File: src/rtl/clint_pkg.sv
// Shared constants for the core-local interrupt controller:
// FSM state encodings, CSR addresses, instruction encodings, trap causes.
package clint_pkg;

    typedef enum logic [2:0] {
        S_IDLE         = 3'd0,
        S_W_MEPC       = 3'd1,
        S_W_MSTATUS    = 3'd2,
        S_W_MCAUSE     = 3'd3,
        S_ASSERT       = 3'd4,
        S_MRET_MSTATUS = 3'd5,
        S_MRET_ASSERT  = 3'd6
    } clint_state_e;

    localparam logic [11:0] CSR_MSTATUS = 12'h300;
    localparam logic [11:0] CSR_MTVEC   = 12'h305;
    localparam logic [11:0] CSR_MEPC    = 12'h341;
    localparam logic [11:0] CSR_MCAUSE  = 12'h342;

    localparam logic [31:0] INST_ECALL  = 32'h0000_0073;
    localparam logic [31:0] INST_EBREAK = 32'h0010_0073;
    localparam logic [31:0] INST_MRET   = 32'h3020_0073;

    localparam logic [31:0] CAUSE_ECALL  = 32'd11;
    localparam logic [31:0] CAUSE_EBREAK = 32'd3;
    localparam logic [31:0] CAUSE_EXT    = 32'h8000_000B;

    // Trap entry: MPIE <= MIE, MIE <= 0.
    function automatic logic [31:0] mstatus_trap(input logic [31:0] ms);
        return {ms[31:8], ms[3], ms[6:4], 1'b0, ms[2:0]};
    endfunction

    // Trap return: MIE <= MPIE, MPIE <= 1.
    function automatic logic [31:0] mstatus_mret(input logic [31:0] ms);
        return {ms[31:8], 1'b1, ms[6:4], ms[7], ms[2:0]};
    endfunction

endpackage

File: src/rtl/clint.sv
// Core-local interrupt controller: on ecall/ebreak, external IRQ or mret it
// holds the pipeline, writes mepc/mstatus/mcause, then issues a redirect.
// Ports:
//   clk, rst_n (sync, active-low)
//   int_flag_i, inst_i, inst_addr_i, jump_flag_i, jump_addr_i  : triggers
//   csr_mtvec_i, csr_mepc_i, csr_mstatus_i                     : CSR reads
//   csr_we_o, csr_waddr_o, csr_wdata_o                         : CSR write
//   clint_hold_flag_o, int_assert_o, int_addr_o                : pipeline
module clint
    import clint_pkg::*;
#(
    parameter int INT_W = 8
) (
    input  logic             clk,
    input  logic             rst_n,
    input  logic [INT_W-1:0] int_flag_i,
    input  logic [31:0]      inst_i,
    input  logic [31:0]      inst_addr_i,
    input  logic             jump_flag_i,
    input  logic [31:0]      jump_addr_i,
    input  logic [31:0]      csr_mtvec_i,
    input  logic [31:0]      csr_mepc_i,
    input  logic [31:0]      csr_mstatus_i,
    output logic             csr_we_o,
    output logic [11:0]      csr_waddr_o,
    output logic [31:0]      csr_wdata_o,
    output logic             clint_hold_flag_o,
    output logic             int_assert_o,
    output logic [31:0]      int_addr_o
);

    clint_state_e state_q, state_d;
    logic [31:0]  pc_q, pc_d;
    logic [31:0]  cause_q, cause_d;

    logic idle;
    logic is_ecall, is_ebreak, is_sync, is_mret, is_async;

    // Triggers only count in IDLE; gating with rst_n keeps hold low in reset.
    assign idle      = (state_q == S_IDLE) && rst_n;
    assign is_ecall  = idle && (inst_i == INST_ECALL);
    assign is_ebreak = idle && (inst_i == INST_EBREAK);
    assign is_sync   = is_ecall || is_ebreak;
    assign is_mret   = idle && !is_sync && (inst_i == INST_MRET);
    assign is_async  = idle && !is_sync && !is_mret
                     && (|int_flag_i) && csr_mstatus_i[3];

    always_comb begin
        state_d = state_q;
        pc_d    = pc_q;
        cause_d = cause_q;
        unique case (state_q)
            S_IDLE: begin
                if (is_sync) begin
                    state_d = S_W_MEPC;
                    pc_d    = inst_addr_i;
                    cause_d = is_ecall ? CAUSE_ECALL : CAUSE_EBREAK;
                end else if (is_mret) begin
                    state_d = S_MRET_MSTATUS;
                end else if (is_async) begin
                    state_d = S_W_MEPC;
                    pc_d    = jump_flag_i ? jump_addr_i : inst_addr_i;
                    cause_d = CAUSE_EXT;
                end
            end
            S_W_MEPC:       state_d = S_W_MSTATUS;
            S_W_MSTATUS:    state_d = S_W_MCAUSE;
            S_W_MCAUSE:     state_d = S_ASSERT;
            S_ASSERT:       state_d = S_IDLE;
            S_MRET_MSTATUS: state_d = S_MRET_ASSERT;
            S_MRET_ASSERT:  state_d = S_IDLE;
            default:        state_d = S_IDLE;
        endcase
    end

    always_ff @(posedge clk) begin
        if (!rst_n) begin
            state_q <= S_IDLE;
            pc_q    <= '0;
            cause_q <= '0;
        end else begin
            state_q <= state_d;
            pc_q    <= pc_d;
            cause_q <= cause_d;
        end
    end

    always_comb begin
        csr_we_o     = 1'b0;
        csr_waddr_o  = '0;
        csr_wdata_o  = '0;
        int_assert_o = 1'b0;
        int_addr_o   = '0;
        unique case (state_q)
            S_W_MEPC: begin
                csr_we_o    = 1'b1;
                csr_waddr_o = CSR_MEPC;
                csr_wdata_o = pc_q;
            end
            S_W_MSTATUS: begin
                csr_we_o    = 1'b1;
                csr_waddr_o = CSR_MSTATUS;
                csr_wdata_o = mstatus_trap(csr_mstatus_i);
            end
            S_W_MCAUSE: begin
                csr_we_o    = 1'b1;
                csr_waddr_o = CSR_MCAUSE;
                csr_wdata_o = cause_q;
            end
            S_ASSERT: begin
                int_assert_o = 1'b1;
                int_addr_o   = csr_mtvec_i;
            end
            S_MRET_MSTATUS: begin
                csr_we_o    = 1'b1;
                csr_waddr_o = CSR_MSTATUS;
                csr_wdata_o = mstatus_mret(csr_mstatus_i);
            end
            S_MRET_ASSERT: begin
                int_assert_o = 1'b1;
                int_addr_o   = csr_mepc_i;
            end
            default: ;
        endcase
    end

    assign clint_hold_flag_o = (state_q != S_IDLE)
                             || is_sync || is_mret || is_async;

endmodule
File: config.mk
export PLATFORM = sky130hd
export DESIGN_NAME = clint
export DESIGN_NICKNAME = d
export VERILOG_FILES = /design/src/rtl/clint_pkg.sv /design/src/rtl/clint.sv
export SDC_FILE = /design/constraint.sdc
export NUM_CORES = 1
export LEC_CHECK = 0
export BUFFER_PORTS_ARGS = -buffer_cell sky130_fd_sc_hd__buf_2
export CAP_MARGIN = 20
export CORE_AREA = 2 2 108 110
export CTS_CLUSTER_SIZE = 16
export DETAILED_ROUTE_END_ITERATION = 16
export DIE_AREA = 0 0 110 112
export PLACE_DENSITY_LB_ADDON = 0.15
export SLEW_MARGIN = 20
export SYNTH_ARGS = -nofsm -noshare
export SYNTH_HDL_FRONTEND = slang
export SYNTH_SLANG_ARGS = --single-unit
File: constraint.sdc
create_clock -name clk -period 3.47 [get_ports clk]
set_clock_uncertainty 0.1 [all_clocks]
set_input_delay 0.1735 -clock clk [delete_from_list [all_inputs] [get_ports clk]]
set_output_delay 0.1735 -clock clk [all_outputs]
set_load 0.02 [all_outputs]
=== Word-level counts from Yosys, hierarchy flattened ===
Cells that the tools add are included.

* Flip-flop bits (word level): 67
* Bits of input ports: 203
* Logic and storage cells: 53
* Output and inout bits: 79

* Mux-type cells: 17
* Eq/ne operators: 11
* Reduce and logical (&&, ||, !) cells: 22

{| class="wikitable"
|+ Operators by type and width
! cell !! number
|-
| 32-bit 2-to-1 mux || 7
|-
| 32-bit case mux with 4 select lines || 1
|-
| 32-bit case mux with 2 select lines || 1
|-
| 32-bit by 21-bit equality test with 1-bit output, second input constant || 1
|-
| 32-bit by 30-bit equality test with 1-bit output, second input constant || 1
|-
| 32-bit by 7-bit equality test with 1-bit output, second input constant || 1
|-
| 10-bit case mux with 3 select lines || 1
|-
| 3-bit case mux with 5 select lines || 1
|-
| 3-bit equality test, second input constant || 3
|-
| 3-bit 2-to-1 mux || 3
|-
| 1-bit logical AND || 8
|-
| 8-bit OR reduction || 1
|-
| 3-bit by 2-bit equality test with 1-bit output, second input constant || 2
|-
| 1-bit logical OR || 4
|-
| 4-bit 2-to-1 mux || 1
|-
| 4-bit != test, second input constant || 1
|-
| 2-bit OR reduction || 2
|-
| 4-bit OR reduction || 1
|-
| 3-bit by 1-bit equality test with 1-bit output, second input constant || 1
|-
| 3-bit zero test || 1
|-
| 3-bit AND reduction || 1
|-
| 3-bit nonzero test || 1
|-
| 1-bit zero test || 2
|-
| 1-bit 2-to-1 mux || 2
|-
| 2 further kinds || 2
|}

=== Logic depth before layout (Yosys ltp) ===
* Depth after elaboration: 15
* Gate-level depth with buffers: 8
* Depth with buffers taken out: 5

=== Worst setup path after synthesis ===
OpenSTA, ideal clock, no wires.

* Kind: flip-flop to output port
* From: register state_q[1]
* To: output csr_wdata_o[10]
* Setup slack: 1.366 ns
* Data arrival time: 1.831 ns
* Cell stages (with the launch flop): 7
* Required time: 3.197 ns
* Buffers on the path: 3
* Cells stage by stage: dfxtp_1 clkbuf_1 nor3b_1 or2_1 clkbuf_1 buf_1 a22o_1

* Word-level cells in the longest chain between the ends: 2
* Elaborated cells on any way between the ends: 5
* Classes of those cells: eq/ne: 4; mux: 1

{| class="wikitable"
|+ RTL lines
! element !! line !! RTL
|-
| start, declared || clint.sv:32 || <nowiki>clint_state_e state_q, state_d;</nowiki>
|-
| start signal, assigned || clint.sv:82 || <nowiki>state_q <= state_d;</nowiki>
|-
| 3-bit equality test (tied with other cells) || clint.sv:94 || <nowiki>unique case (state_q)</nowiki>
|-
| 32-bit case mux with 4 select lines * || clint.sv:94 ||
|-
| end, declared || clint.sv:26 || <nowiki>output logic [31:0] csr_wdata_o,</nowiki>
|}

Every way passes the cells marked *; elsewhere a longest branch is shown, timed or not.

=== Final worst setup path ===
* From: register state_q[1]
* To: output csr_wdata_o[14]

The elaborated chain is that of the path after synthesis.

==> impl_metrics.yaml <==
status:
  outcome: "completed"
clock_network:
  cts_tree: "done"
  cts_hold_repair.buffers: 0
  cts_buffers: 5
  cts_max_path_buffers: 2
  postCtsSetupBuffers: 0
  clock-root-buffer: "clkbuf_16"
  cts_resized: 0
  clkLatencyLatePin_ns: 0.27
  cts_sinks: 38
  cts.clk_slew.worst_paths_ns: 0.06
  ctsHtreeMaxLevel: 2
timing:
  min_period_ns: 2.71
  slew_headroom_pct: 28.8
  tightest_slew_ns: 1.07
  finalHoldViolations: 0
  fin_crit_sh_pct: 78.1
  slew_viol_final: 0
  fmax_mhz: 369
  finalSetupTns_ns: 0
  grt_setup_unrepaired: "false"
  setup_ws_ns: 0.759
  setup_viol: 0
logic_synthesis:
  synth_edf_count: 0
  synth_most_common_cell: "mux2i_1"
  synth_top_area_cell: "dfxtp_1"
  syn_avg_cell_area_um2: 8.40
  synth_flop_cell: "dfxtp_1"
  syn-cell-area_um2: 2860
  synthDistinctLibCells: 40
  ys_ff_latch: 38
  syn_inst: 340
  yosys_warnings: 0
  yosysTopAreaCellShare_pct: 26.6
  synth_area_leaders: "dfxtp_1, mux2i_1, o31ai_1"
  async_flop_share_pct: 0
  yosysSeqAreaShare_pct: 26.6
  ys_top_cells_by_count: "mux2i_1, dfxtp_1, nor2_1"
layout:
  layout.nets: 794
  nFillCells: 1179
  multi_input_area_um2: 1880
  syn_to_final_growth_pct: 54.5
  seqCellArea_um2: 762
  antenna_cells: 0
  fin_cells: 735
  final_core_util_pct: 39.5
  drive_above_1_share_pct: 50.5
die:
  num_io_pins: 282
  die-area_um2: 12300
  rows: 39
  dieWidth_um: 110
  initial_core_util_pct: 25.6
  die_h_um: 112
  core-area_um2: 11200
routing:
  drtPass1Iterations: 4
  routedWlPerCell_um: 15.1
  antenna_left: 0
  dr_total_vias: 3522
  drt-initial-drc-count: 109
  drc_errors: 0
  wl_mm: 11.1
  via_per_inst: 4.79
placed_design:
  io_buffers: 274
  dp_slack_ns: 0.990
  place_congestion: 0.896
  dp_hpwl_mm: 8.79
  dp_cells: 727
critical_path:
  cp_data_arrival_time_ns: 2.44
  r2r_slack_ns: 1.01
  crit_path_max_fanout: 46
  crit_required_ns: 3.20
  reg2reg_depth: 5
  critPathKind: "register to output port"
  cp-end-kind: "output port"
  cp-start-kind: "register"
worst_hold_path:
  min_path_type: "input pin to register"
  whs_path_depth: 3
job:
  cap_violations: 0
pwr:
  p_leak_nw: 2.39
  pwr_density_cell_nw_per_um2: 319
  ir_drop_mv: 0.152
global_routing:
  track_usage_pct: 17.3
  grt_pass1_vias: 3483
  grt_overflow_total: 0
  grt_max_degree: 47
  antenna_found_initial: 0
  grt_pass1_wl_mm: 16.6
## sequential cells by signal, indices dropped and copies added, names as in the netlist
name,count
cause_q,3
state_q,3
pc_q,32
## logic make-up after synthesis
family	Yosys count	share of synthesized area, %
AO/OA/AOI/OAI	110	27.5
XOR/XNOR	1	0.307
buffers and inverters	48	8.85
flip-flops	38	26.6
multiplexers	66	23.2
other	1	0.131
AND/OR/NAND/NOR	76	13.4
## per-stage QoR
stage	hold slack (ns)	cell area, um2	power [mW]
final	0.0834	4410	1.41
after global routing	0.0975	4410	1.50
after CTS	0.0804	4410	1.43
after detailed placement	0.368	4270	0.967
after global placement	0.348	4270	0.960
after floorplan	0.260	2880	0.788
## power by group
part           leakage (nW)  total, mW  switching (mW)  internal, mW
registers             0.313      0.501          0.0255         0.476
clock network        0.0739      0.455           0.171         0.285
logic                  2.00      0.452           0.237         0.215
## path summary, 6_finish.rpt
path	end	startpoint
max	csr_wdata_o[14]	state_q[1]
min	pc_q[26]	inst_addr_i[26]
max reg2reg	pc_q[10]	state_q[0]
min reg2reg	cause_q[1]	cause_q[1]
## layer usage
layer	GRT usage, %	wire length, um	vias up
met5	0	0	-
met4	4.64	136	0
met3	3.28	869	6
met2	34.6	6140	158
met1	17.5	3960	1596
li1	-	-	1762
## final cells by class
| class | count | share of cell area [%] |
|---|---|---|
| timing repair buffer | 283 | 32.6 |
| clock buffer | 7 | 3.23 |
| tap | 143 | 4.05 |
| clock inverter | 1 | 0.113 |
| multi-input combinational | 260 | 42.5 |
| sequential | 38 | 17.3 |
| inverter | 3 | 0.255 |
## layout by cell type (no fill, tap or decap), drive strengths merged
cell	instances
a21oi	33
and2	2
a22o	27
buf	283
nor3	5
mux2i	65
conb	7
nand3	3
dfxtp	38
inv	3
nand3b	1
nor4b	2
mux2	1
and3b	1
nor3b	2
clkinv	1
o31a	2
o21ai	7
nand4b	1
and4b	1
xor2	1
nand2b	1
o311a	1
a22oi	4
clkbuf	7
nor4	4
o31ai	32
nand4	1
nor2	35
o21a	2
or4	2
nand2	8
o2111a	1
or2	2
nor2b	5
o211a	1
## critical path, cell delays in order (launching register included)
cell	delay [ns]
dfxtp_2	0.33
buf_4	0.52
nor2b_1	0.17
and2_1	0.25
or2_1	0.24
buf_4	0.23
a22o_1	0.26
buf_2	0.15
Note: power is estimated with default switching activity, not from simulation.
